## config.mk

```make
export PLATFORM = sky130hd
export DESIGN_NAME = ecc_op_sequencer_flat
export DESIGN_NICKNAME = d
export VERILOG_FILES = /design/src/rtl/ecc_acc_pkg.sv /design/src/rtl/ecc_op_sequencer_if.sv /design/src/rtl/ecc_result_fifo.sv /design/src/rtl/ecc_op_sequencer.sv /design/src/flat_wrapper.sv
export SDC_FILE = /design/constraint.sdc
export NUM_CORES = 1
export LEC_CHECK = 0
export BUFFER_PORTS_ARGS = -buffer_cell sky130_fd_sc_hd__buf_2
export CAP_MARGIN = 10
export CORE_AREA = 3 3 241 243
export DETAILED_ROUTE_END_ITERATION = 8
export DIE_AREA = 0 0 244 246
export SETUP_SLACK_MARGIN = 0.1
export SLEW_MARGIN = 0
export SYNTH_ARGS = -nofsm -noshare
export SYNTH_HDL_FRONTEND = slang
export SYNTH_HIERARCHICAL = 1
export SYNTH_SLANG_ARGS = --single-unit
```

## constraint.sdc

```tcl
create_clock -name clk_i -period 2.7 [get_ports clk_i]
set_input_delay 0.81 -clock clk_i [delete_from_list [all_inputs] [get_ports clk_i]]
set_output_delay 0.81 -clock clk_i [all_outputs]
set_load 0.05 [all_outputs]
```

## src/rtl/ecc_acc_pkg.sv

```systemverilog
// Shared types and constants for the ECC operation sequencer: opcodes, FSM states
// and the result-buffer entry layout.
package ecc_acc_pkg;

    localparam int XLEN     = 64;
    localparam int ID_WIDTH = 4;

    localparam logic [2:0] F3_SETMOD = 3'b000;
    localparam logic [2:0] F3_ADD    = 3'b001;
    localparam logic [2:0] F3_SUB    = 3'b010;
    localparam logic [2:0] F3_MUL    = 3'b011;

    localparam logic [5:0] EXC_ILLEGAL = 6'd2;

    typedef enum logic [1:0] {
        ST_IDLE  = 2'd0,
        ST_START = 2'd1,
        ST_BUSY  = 2'd2
    } state_e;

    typedef struct packed {
        logic [ID_WIDTH-1:0] id;
        logic [4:0]          rd;
        logic [XLEN-1:0]     data;
        logic                we;
        logic                exc;
        logic [5:0]          exccode;
    } result_entry_t;

    // Arithmetic opcodes 001/010/011 map onto unit slots 0/1/2.
    function automatic logic [1:0] f3_unit_idx(input logic [2:0] f3);
        return 2'(f3 - 3'd1);
    endfunction

endpackage

```

## src/rtl/ecc_op_sequencer_if.sv

```systemverilog
// Core-facing issue and result handshake bundle of the ECC operation sequencer.
interface ecc_op_sequencer_if #(
    parameter int XLEN     = 64,
    parameter int ID_WIDTH = 4
) ();

    logic                issue_valid_i;
    logic                issue_ready_o;
    logic [ID_WIDTH-1:0] issue_id_i;
    logic [2:0]          issue_funct3_i;
    logic [4:0]          issue_rd_i;
    logic [XLEN-1:0]     issue_rs1_i;
    logic [XLEN-1:0]     issue_rs2_i;

    logic                result_valid_o;
    logic                result_ready_i;
    logic [ID_WIDTH-1:0] result_id_o;
    logic [4:0]          result_rd_o;
    logic [XLEN-1:0]     result_data_o;
    logic                result_we_o;
    logic                result_exc_o;
    logic [5:0]          result_exccode_o;

    modport master (
        output issue_valid_i, issue_id_i, issue_funct3_i, issue_rd_i, issue_rs1_i, issue_rs2_i,
        input  issue_ready_o,
        input  result_valid_o, result_id_o, result_rd_o, result_data_o, result_we_o,
               result_exc_o, result_exccode_o,
        output result_ready_i
    );

    modport slave (
        input  issue_valid_i, issue_id_i, issue_funct3_i, issue_rd_i, issue_rs1_i, issue_rs2_i,
        output issue_ready_o,
        output result_valid_o, result_id_o, result_rd_o, result_data_o, result_we_o,
               result_exc_o, result_exccode_o,
        input  result_ready_i
    );

endinterface

```

## src/rtl/ecc_result_fifo.sv

```systemverilog
// In-order result buffer with registered storage; push and pop may coincide.
module ecc_result_fifo #(
    parameter int  DEPTH   = 2,
    parameter type entry_t = logic
) (
    input  logic   clk_i,
    input  logic   rst_ni,
    input  logic   push,
    input  entry_t push_data,
    input  logic   pop,
    output logic   full,
    output logic   empty,
    output entry_t head
);

    localparam int PTR_W = (DEPTH > 1) ? $clog2(DEPTH) : 1;
    localparam int CNT_W = $clog2(DEPTH + 1);

    entry_t             mem [DEPTH];
    logic [PTR_W-1:0]   wr_ptr;
    logic [PTR_W-1:0]   rd_ptr;
    logic [CNT_W-1:0]   count;
    logic               do_push;
    logic               do_pop;

    function automatic logic [PTR_W-1:0] ptr_inc(input logic [PTR_W-1:0] p);
        return (p == PTR_W'(DEPTH - 1)) ? '0 : p + 1'b1;
    endfunction

    assign do_pop  = pop && !empty;
    assign do_push = push && (!full || do_pop);
    assign full    = (count == CNT_W'(DEPTH));
    assign empty   = (count == '0);
    assign head    = empty ? '0 : mem[rd_ptr];

    always_ff @(posedge clk_i or negedge rst_ni) begin
        if (!rst_ni) begin
            wr_ptr <= '0;
            rd_ptr <= '0;
            count  <= '0;
            for (int i = 0; i < DEPTH; i++) begin
                mem[i] <= '0;
            end
        end else begin
            if (do_push) begin
                mem[wr_ptr] <= push_data;
                wr_ptr      <= ptr_inc(wr_ptr);
            end
            if (do_pop) begin
                rd_ptr <= ptr_inc(rd_ptr);
            end
            if (do_push && !do_pop) begin
                count <= count + 1'b1;
            end else if (do_pop && !do_push) begin
                count <= count - 1'b1;
            end
        end
    end

endmodule

```

## src/rtl/ecc_op_sequencer.sv

```systemverilog
// Issue FSM for the ECC accelerator: holds the modulus, dispatches ADD/SUB/MUL to the
// external units under a timeout, and queues results toward the core.
//
//   state    | meaning
//   ST_IDLE  | ready for a new request (unless the result buffer is full)
//   ST_START | one-cycle start pulse to the selected unit
//   ST_BUSY  | waiting for the selected unit's done, timeout counting down
module ecc_op_sequencer
    import ecc_acc_pkg::*;
#(
    parameter int         XLEN            = ecc_acc_pkg::XLEN,
    parameter int         ID_WIDTH        = ecc_acc_pkg::ID_WIDTH,
    parameter int         RES_DEPTH       = 2,
    parameter int         TIMEOUT_CYCLES  = 1024,
    parameter logic [5:0] TIMEOUT_EXCCODE = 6'd24
) (
    input  logic              clk_i,
    input  logic              rst_ni,
    ecc_op_sequencer_if.slave core,
    output logic [2:0]        unit_start_o,
    output logic [XLEN-1:0]   unit_a_o,
    output logic [XLEN-1:0]   unit_b_o,
    output logic [XLEN-1:0]   modulus_o,
    input  logic [2:0]        unit_done_i,
    input  logic [3*XLEN-1:0] unit_result_i
);

    localparam int TMO_W = (TIMEOUT_CYCLES > 0) ? $clog2(TIMEOUT_CYCLES + 1) : 1;
    localparam logic [TMO_W-1:0] TMO_LOAD = TMO_W'(TIMEOUT_CYCLES);

    state_e              state;
    logic                modulus_valid;
    logic [1:0]          sel_idx;
    logic [ID_WIDTH-1:0] op_id;
    logic [4:0]          op_rd;
    logic [TMO_W-1:0]    tmo_cnt;

    logic                accept;
    logic                is_arith;
    logic                done_sel;
    logic                tmo_hit;
    logic [XLEN-1:0]     unit_data;
    logic                buf_full;
    logic                buf_empty;
    logic                push;
    result_entry_t       push_entry;
    result_entry_t       head;

    assign core.issue_ready_o = rst_ni && (state == ST_IDLE) && !buf_full;
    assign accept    = core.issue_valid_i && core.issue_ready_o;
    assign is_arith  = (core.issue_funct3_i == F3_ADD) || (core.issue_funct3_i == F3_SUB) ||
                       (core.issue_funct3_i == F3_MUL);
    assign done_sel  = unit_done_i[sel_idx];
    assign unit_data = unit_result_i[sel_idx*XLEN +: XLEN];
    // Down-counter loaded in START; terminal count 1 means the last allowed BUSY cycle.
    assign tmo_hit   = (TIMEOUT_CYCLES != 0) && (tmo_cnt == TMO_W'(1));

    always_comb begin
        push       = 1'b0;
        push_entry = '0;
        if (state == ST_BUSY) begin
            push_entry.id = op_id;
            push_entry.rd = op_rd;
            if (done_sel) begin
                push            = 1'b1;
                push_entry.data = unit_data;
                push_entry.we   = 1'b1;
            end else if (tmo_hit) begin
                push               = 1'b1;
                push_entry.exc     = 1'b1;
                push_entry.exccode = TIMEOUT_EXCCODE;
            end
        end else if (accept) begin
            push_entry.id = core.issue_id_i;
            if (core.issue_funct3_i == F3_SETMOD) begin
                push = 1'b1;
            end else if (!(is_arith && modulus_valid)) begin
                push               = 1'b1;
                push_entry.rd      = core.issue_rd_i;
                push_entry.exc     = 1'b1;
                push_entry.exccode = EXC_ILLEGAL;
            end
        end
    end

    always_ff @(posedge clk_i or negedge rst_ni) begin
        if (!rst_ni) begin
            state         <= ST_IDLE;
            modulus_o     <= '0;
            modulus_valid <= 1'b0;
            unit_start_o  <= '0;
            unit_a_o      <= '0;
            unit_b_o      <= '0;
            sel_idx       <= '0;
            op_id         <= '0;
            op_rd         <= '0;
            tmo_cnt       <= '0;
        end else begin
            unit_start_o <= '0;
            case (state)
                ST_IDLE: begin
                    if (accept) begin
                        if (core.issue_funct3_i == F3_SETMOD) begin
                            modulus_o     <= core.issue_rs1_i;
                            modulus_valid <= 1'b1;
                        end else if (is_arith && modulus_valid) begin
                            unit_a_o     <= core.issue_rs1_i;
                            unit_b_o     <= core.issue_rs2_i;
                            sel_idx      <= f3_unit_idx(core.issue_funct3_i);
                            op_id        <= core.issue_id_i;
                            op_rd        <= core.issue_rd_i;
                            unit_start_o <= 3'b001 << f3_unit_idx(core.issue_funct3_i);
                            state        <= ST_START;
                        end
                    end
                end
                ST_START: begin
                    tmo_cnt <= TMO_LOAD;
                    state   <= ST_BUSY;
                end
                ST_BUSY: begin
                    if (done_sel || tmo_hit) begin
                        state <= ST_IDLE;
                    end else if (tmo_cnt != '0) begin
                        tmo_cnt <= tmo_cnt - 1'b1;
                    end
                end
                default: state <= ST_IDLE;
            endcase
        end
    end

    ecc_result_fifo #(
        .DEPTH   (RES_DEPTH),
        .entry_t (result_entry_t)
    ) u_result_fifo (
        .clk_i     (clk_i),
        .rst_ni    (rst_ni),
        .push      (push),
        .push_data (push_entry),
        .pop       (core.result_ready_i),
        .full      (buf_full),
        .empty     (buf_empty),
        .head      (head)
    );

    assign core.result_valid_o   = !buf_empty;
    assign core.result_id_o      = head.id;
    assign core.result_rd_o      = head.rd;
    assign core.result_data_o    = head.data;
    assign core.result_we_o      = head.we;
    assign core.result_exc_o     = head.exc;
    assign core.result_exccode_o = head.exccode;

endmodule

```

## src/flat_wrapper.sv

```systemverilog
// flat-port wrapper written by rule: the top's interface ports become plain ports
module ecc_op_sequencer_flat import ecc_acc_pkg::*;
#(
    parameter int         XLEN            = ecc_acc_pkg::XLEN,
    parameter int         ID_WIDTH        = ecc_acc_pkg::ID_WIDTH,
    parameter int         RES_DEPTH       = 2,
    parameter int         TIMEOUT_CYCLES  = 1024,
    parameter logic [5:0] TIMEOUT_EXCCODE = 6'd24
)
  (clk_i, rst_ni, unit_start_o, unit_a_o, unit_b_o, modulus_o, unit_done_i, unit_result_i, core_issue_valid_i, core_issue_id_i, core_issue_funct3_i, core_issue_rd_i, core_issue_rs1_i, core_issue_rs2_i, core_issue_ready_o, core_result_valid_o, core_result_id_o, core_result_rd_o, core_result_data_o, core_result_we_o, core_result_exc_o, core_result_exccode_o, core_result_ready_i);
  ecc_op_sequencer_if #(.XLEN(XLEN), .ID_WIDTH(ID_WIDTH)) core_i ();
  input  logic clk_i;
  input  logic rst_ni;
  output logic [2:0] unit_start_o;
  output logic [XLEN-1:0] unit_a_o;
  output logic [XLEN-1:0] unit_b_o;
  output logic [XLEN-1:0] modulus_o;
  input  logic [2:0] unit_done_i;
  input  logic [3*XLEN-1:0] unit_result_i;
  input wire logic [$bits(core_i.issue_valid_i)-1:0] core_issue_valid_i;
  input wire logic [$bits(core_i.issue_id_i)-1:0] core_issue_id_i;
  input wire logic [$bits(core_i.issue_funct3_i)-1:0] core_issue_funct3_i;
  input wire logic [$bits(core_i.issue_rd_i)-1:0] core_issue_rd_i;
  input wire logic [$bits(core_i.issue_rs1_i)-1:0] core_issue_rs1_i;
  input wire logic [$bits(core_i.issue_rs2_i)-1:0] core_issue_rs2_i;
  output wire logic [$bits(core_i.issue_ready_o)-1:0] core_issue_ready_o;
  output wire logic [$bits(core_i.result_valid_o)-1:0] core_result_valid_o;
  output wire logic [$bits(core_i.result_id_o)-1:0] core_result_id_o;
  output wire logic [$bits(core_i.result_rd_o)-1:0] core_result_rd_o;
  output wire logic [$bits(core_i.result_data_o)-1:0] core_result_data_o;
  output wire logic [$bits(core_i.result_we_o)-1:0] core_result_we_o;
  output wire logic [$bits(core_i.result_exc_o)-1:0] core_result_exc_o;
  output wire logic [$bits(core_i.result_exccode_o)-1:0] core_result_exccode_o;
  input wire logic [$bits(core_i.result_ready_i)-1:0] core_result_ready_i;
  assign core_i.issue_valid_i = core_issue_valid_i;
  assign core_i.issue_id_i = core_issue_id_i;
  assign core_i.issue_funct3_i = core_issue_funct3_i;
  assign core_i.issue_rd_i = core_issue_rd_i;
  assign core_i.issue_rs1_i = core_issue_rs1_i;
  assign core_i.issue_rs2_i = core_issue_rs2_i;
  assign core_issue_ready_o = core_i.issue_ready_o;
  assign core_result_valid_o = core_i.result_valid_o;
  assign core_result_id_o = core_i.result_id_o;
  assign core_result_rd_o = core_i.result_rd_o;
  assign core_result_data_o = core_i.result_data_o;
  assign core_result_we_o = core_i.result_we_o;
  assign core_result_exc_o = core_i.result_exc_o;
  assign core_result_exccode_o = core_i.result_exccode_o;
  assign core_i.result_ready_i = core_result_ready_i;
  ecc_op_sequencer #(.XLEN(XLEN), .ID_WIDTH(ID_WIDTH), .RES_DEPTH(RES_DEPTH), .TIMEOUT_CYCLES(TIMEOUT_CYCLES), .TIMEOUT_EXCCODE(TIMEOUT_EXCCODE)) u_core (.clk_i(clk_i), .rst_ni(rst_ni), .core(core_i), .unit_start_o(unit_start_o), .unit_a_o(unit_a_o), .unit_b_o(unit_b_o), .modulus_o(modulus_o), .unit_done_i(unit_done_i), .unit_result_i(unit_result_i));
endmodule
```

After elaboration in Yosys (flattened, before gate mapping):

Cells that the tools add are included.
W data, S select, Z words.

* add/subtract/negate cells: 6
* magnitude comparators: 4
* equality and inequality tests: 13
* shift-type cells: 2
* mux-type cells: 43
* bitwise logic cells: 3
* reduce and logical (&&, ||, !) cells: 27

Operators with widths (number)
* $mux W81: 5
* $shiftx A192 B9 Y64: 1
* $bwmux W162: 1
* $mux W65: 2
* $demux W81 S1: 1
* $mux W7: 6
* $mux W11: 2
* $pmux W11 S2: 1
* $mux W9: 2
* $mux W2: 6
* $mux W3: 4
* $eq A11 B1 Y1 const B: 1
* $reduce_bool A11 Y1: 1
* $sub A11 B1 Y11 const B: 1
* $mux W5: 2
* $ne A2 B2 Y1 const B: 5
* $logic_and A1 B1 Y1: 9
* $mux W1: 9
* $reduce_and A4 Y1: 2
* $eq A3 B2 Y1 const B: 2
* $pmux W2 S3: 1
* $reduce_and A3 Y1: 2
* $eq A2 B2 Y1 const B: 2
* $ge A2 B2 Y1 const B: 2
* other kinds (17): 28

* register bits after elaboration: 386
* input port bits: 339
* output and inout bits: 278
* word-level logic and storage cells: 123

Longest topological paths before layout:

* depth after elaboration: 13
* depth in mapped cells: 12
* gate-level depth less buffers: 12

By module:

The synthesis kept the hierarchy.

Modules (own cells, without submodules)
* ecc_op_sequencer: instances 1, cells each 857, area each 10288.6 µm², sequential area each 5505.3 µm²
* ecc_result_fifo: instances 1, cells each 540, area each 7492.2 µm², sequential area each 4154.0 µm²

Worst setup path after synthesis:

No wires, ideal clock.

* kind: in2reg
* start: input rst_ni
* end: register u_core/u_result_fifo/mem[0] (netlist bit)
* library setup time: 0.125 ns
* arrival time: 2.706 ns
* data required time: 2.575 ns
* path slack: -0.130 ns
* stages on the path: 9
* path buffers: 1
* cell sequence: and3b_1 > nand2_1 > nor2_1 > a21oi_1 > nand2_1 > nand2_1 > nor2_2 > buf_2 > mux2_2

* cells in the longest elaborated chain, start to end: 6
* elaborated cells on any way between the ends: 9
* classes of those cells: mux: 5; reduce/logical: 4

RTL lines
* start, declared: RTL line flat_wrapper.sv:13 `input logic rst_ni;`
* $logic_and A1 B1 Y1 (2 in a row): RTL line ecc_op_sequencer.sv:49 `assign core.issue_ready_o = rst_ni && (state == ST_IDLE) && !buf_full;`
* $logic_and A1 B1 Y1: RTL line ecc_op_sequencer.sv:50 `assign accept = core.issue_valid_i && core.issue_ready_o;`
* $mux W1: RTL line ecc_op_sequencer.sv:73 `end else if (accept) begin`
* $mux W1: RTL line ecc_op_sequencer.sv:61 `if (state == ST_BUSY) begin`
* named net u_core.push: RTL line ecc_op_sequencer.sv:45 `logic push;`
* $logic_and A1 B1 Y1: RTL line ecc_result_fifo.sv:31 `assign do_push = push && (!full || do_pop);`
* end signal, assigned by index: RTL line ecc_result_fifo.sv:46 `mem[wr_ptr] <= push_data;`
* end, declared: RTL line ecc_result_fifo.sv:19 `entry_t mem [DEPTH];`

The timed path passes the listed nets, and every way through them passes these cells.
A chain may end at the register's enable or synchronous reset.

Final worst setup path:

* start: register u_core.u_result_fifo.rd_ptr
* end: output core_result_data_o[51]

* cells in the longest elaborated chain, start to end: 5

RTL lines
* start, declared: RTL line ecc_result_fifo.sv:21 `logic [PTR_W-1:0] rd_ptr;`
* start signal, assigned: RTL line ecc_result_fifo.sv:50 `rd_ptr <= ptr_inc(rd_ptr);`
* $not A1 Y2 (implied by the code): RTL line ecc_result_fifo.sv:34 `assign head = empty ? '0 : mem[rd_ptr];`
* $mux W81 (implied by the code) (3 in a row): RTL line ecc_result_fifo.sv:34
* $mux W81: RTL line ecc_result_fifo.sv:34
* end, declared: RTL line flat_wrapper.sv:30 `output wire logic [$bits(core_i.result_data_o)-1:0] core_result_data_o;`

No other way between the ends. The select of a mux whose other input is x is not followed.

==> impl_results.md <==
* Final Hold Fails at 0
* Worst-Skew Late Latency at about 0.59 ns
* Area occupied by multi-input gates at just under 0.008 mm^2
* Port bufs at 616
* Final Max Tran Viols at 0
* Highest ir drop seen on vdd at 0.983 mV
* Post-DRT Antenna Nets at 0
* Most frequent cells in the layout: buf_2 (532), dfrtp_1 (381), mux2_2 (350), nor2_1 (206), mux2i_1 (134)
* Distinct cells, synth at 47
* Total CTS buffers at 44
* Mean post-synth cell area at between 10 and 15 um^2
* Fin crit period at 2.76 ns
* DRC Markers at 0
* Tightest Pin Transition at 0.973 ns
* Non-Filler Instances at 2854
* Wire per inst at 20.5 um
* Async S/R FF share, synth at 1.00
* Starting density of the core at 0.317
* #FFs+latches synth at 386
* Pin count of the biggest net entering global routing at 152
* Pwr dens at 1320 mW/mm^2
* Post-synthesis sequential area ratio at 0.543
* Die Area at 0.0600 mm^2
* Vias at around 14k
* Crit Reg-Reg Startpoint: u_core/tmo_cnt[7]
* Antenna violations before repair at 18
* Number of flops mapped to enable cells by yosys at 0
* Reg2Reg Depth at 8
* Placer Congestion at 0.862
* Fin worst setup slack at -0.0570 ns
* Crit Path Category: reg2out
* Synth Flop Type: dfrtp_1
* Max FO, Critical Path at 5
* Worst Hold Class: in2async
* Sink Count at approximately 390
* Synth Warn # at 6
* Final Cycle Share at 1.02
* First-pass GRT wire length at about 87 mm
* H-tree lvl count at 2
* Die width at 244 um
* Outcome: finished with violations
* Slew headroom at 0.351
* WL final at 58.4 mm
* Final setup TNS at -0.373 ns
* Root Buffer: clkbuf_16
* FF+latch area at ~0.0097 mm^2
* Clock transition at the registers of the reported paths at approximately 0.060 ns
* DPL Wire Length at 41.8 mm
* Total power at roughly 0.033 W
* Synth Cell Area at between 0.015 and 0.02 mm^2
* Pre-CTS setup slack at -0.233 ns
* Die span in y at 246 um
* 1st-iter DRT viols at 471
* Leakage at 12.9 nW
* Crit start category: flop
* Gr ovfl total at 0
* Worst EP arrival at 1.95 ns
* Setup Skew at 0.0230 ns
* Max clock buf depth at 3
* Placed cell count at between 2k and 3k
* Boundary pin count at 617
* Final setup violation count at 18
* DR vias/cell at 4.75
* Failing checks: negative setup slack
* CTS Hold Bufs at 0
* Core area at 0.0562 mm^2
* Setup crit start: u_core/u_result_fifo/rd_ptr
* TritonCTS clock tree: done
* RSZ-0062 raised after global routing: yes
* Max_cap viols at 0
* Fillers at 5283
* Post-Syn Instances at roughly 1.4k
* Fmax at 363 MHz
* Vias in the first global route at 14.5k
* # rows at a little under 90
* Share of cells above drive strength 1 at 0.569
* GRT Overall Usage at 0.188
* DP Area at 0.0222 mm^2
* Commonest non-fill, non-tap cell in the layout: buf_2
* Design area at 0.0248 mm^2
* Worst Path Required at about 1.9 ns
* CP endpoint kind: primary output
* Layout area overhead at 39.6%
* Pre-antenna DRT Iters at 4
* Net count, final at 2413
-- metal layers --
metal / track usage / up-vias / share of wire
li1: - / 6191 / -
met1: 0.208 / 6758 / 0.38
met2: 0.340 / 463 / 0.51
met3: 0.0599 / 117 / 0.075
met4: 0.0629 / 20 / 0.033
met5: 0 / - / 0.0020
-- final timing paths --
check	endpoint	slack (ns)
max in group asynchronous	u_core/u_result_fifo/mem[131]	1.10
max reg2reg	u_core/u_result_fifo/mem[95]	0.21
min reg2reg	u_core/modulus_valid	0.48
min	u_core/unit_a_o[11]	0.26
max	core_result_data_o[51]	-0.06
min in group clk_i	u_core/unit_b_o[46]	0.45
-- worst max-delay path: stages (launching register included) --
cell	delay, ns
dfrtp_4	0.50
buf_8	0.15
buf_8	0.13
buf_6	0.12
mux2i_2	0.14
nor2_1	0.15
buf_6	0.18
-- cells by family (layout without fill, tap and decap cells) --
family / after synthesis / count (layout) / share of synthesized area
mux: 512 / 512 / 0.317
buf+inv: 106 / 801 / 0.0296
fa+ha+maj: 11 / 11 / 0.00774
xor+xnor: 5 / 5 / 0.00246
other cells: 1 / 7 / 0.000211
flops: 386 / 386 / 0.543
simple gates: 266 / 266 / 0.0619
compound gates: 110 / 110 / 0.0377
-- cell type report --
type | count | share of cell area
flip-flops and latches | 386 | 0.390
multi-input cells | 910 | 0.314
repair buffers | 707 | 0.195
clock buffers | 66 | 0.0521
well taps | 756 | 0.0381
clock inverters | 14 | 0.00862
inverters | 14 | 0.00212
diodes | 1 | 0.000101
-- report_power, final --
group          total, W  switching (W)  internal (W)
sequential      0.00932        0.00126       0.00806
clock           0.00616        0.00252       0.00364
combinational    0.0173         0.0111       0.00619
-- cell usage after synthesis (4+ instances only) --
cell type,n,share of area
mux2_2,350,0.22
nand2_1,15,0.0032
a21oi_1,67,0.019
clkbuf_1,40,0.0084
mux2i_1,147,0.083
o31ai_1,4,0.0017
nor3_1,4,0.0011
mux2_4,15,0.013
buf_1,6,0.0013
or4_1,4,0.0017
buf_2,35,0.0099
o21ai_0,10,0.0028
nor2_1,223,0.047
buf_6,10,0.0063
inv_1,14,0.0030
a22o_1,14,0.0069
nor2b_1,4,0.0014
ha_1,11,0.0077
dfrtp_1,386,0.54
-- state kept, by name, summed over array words and instances, names as in the netlist --
name	flops
u_core/state	2
u_core/u_result_fifo/rd_ptr	1
u_core/unit_a_o	64
u_core/tmo_cnt	11
u_core/modulus_valid	1
u_core/u_result_fifo/wr_ptr	1
u_core/unit_start_o	3
u_core/modulus_o	64
u_core/unit_b_o	64
u_core/u_result_fifo/count	2
u_core/u_result_fifo/mem	162
u_core/op_id	4
u_core/sel_idx	2
u_core/op_rd	5
-- what timing repair did --
item,CTS,global route
gates resized for setup,189,28
pin swaps,7,13
cloned,7,3
endpoints found under the setup margin,83,164
buffers inserted,11,6
endpoints found under the hold margin,0,0
-- through the flow --
stage,util,hold WS [ns]
floorplan,-,0.440
global placement,0.396,0.456
detailed placement,0.396,0.475
CTS,0.438,0.226
global route,0.442,0.255
finish,0.442,0.256
(Power assumes the default switching activity.)
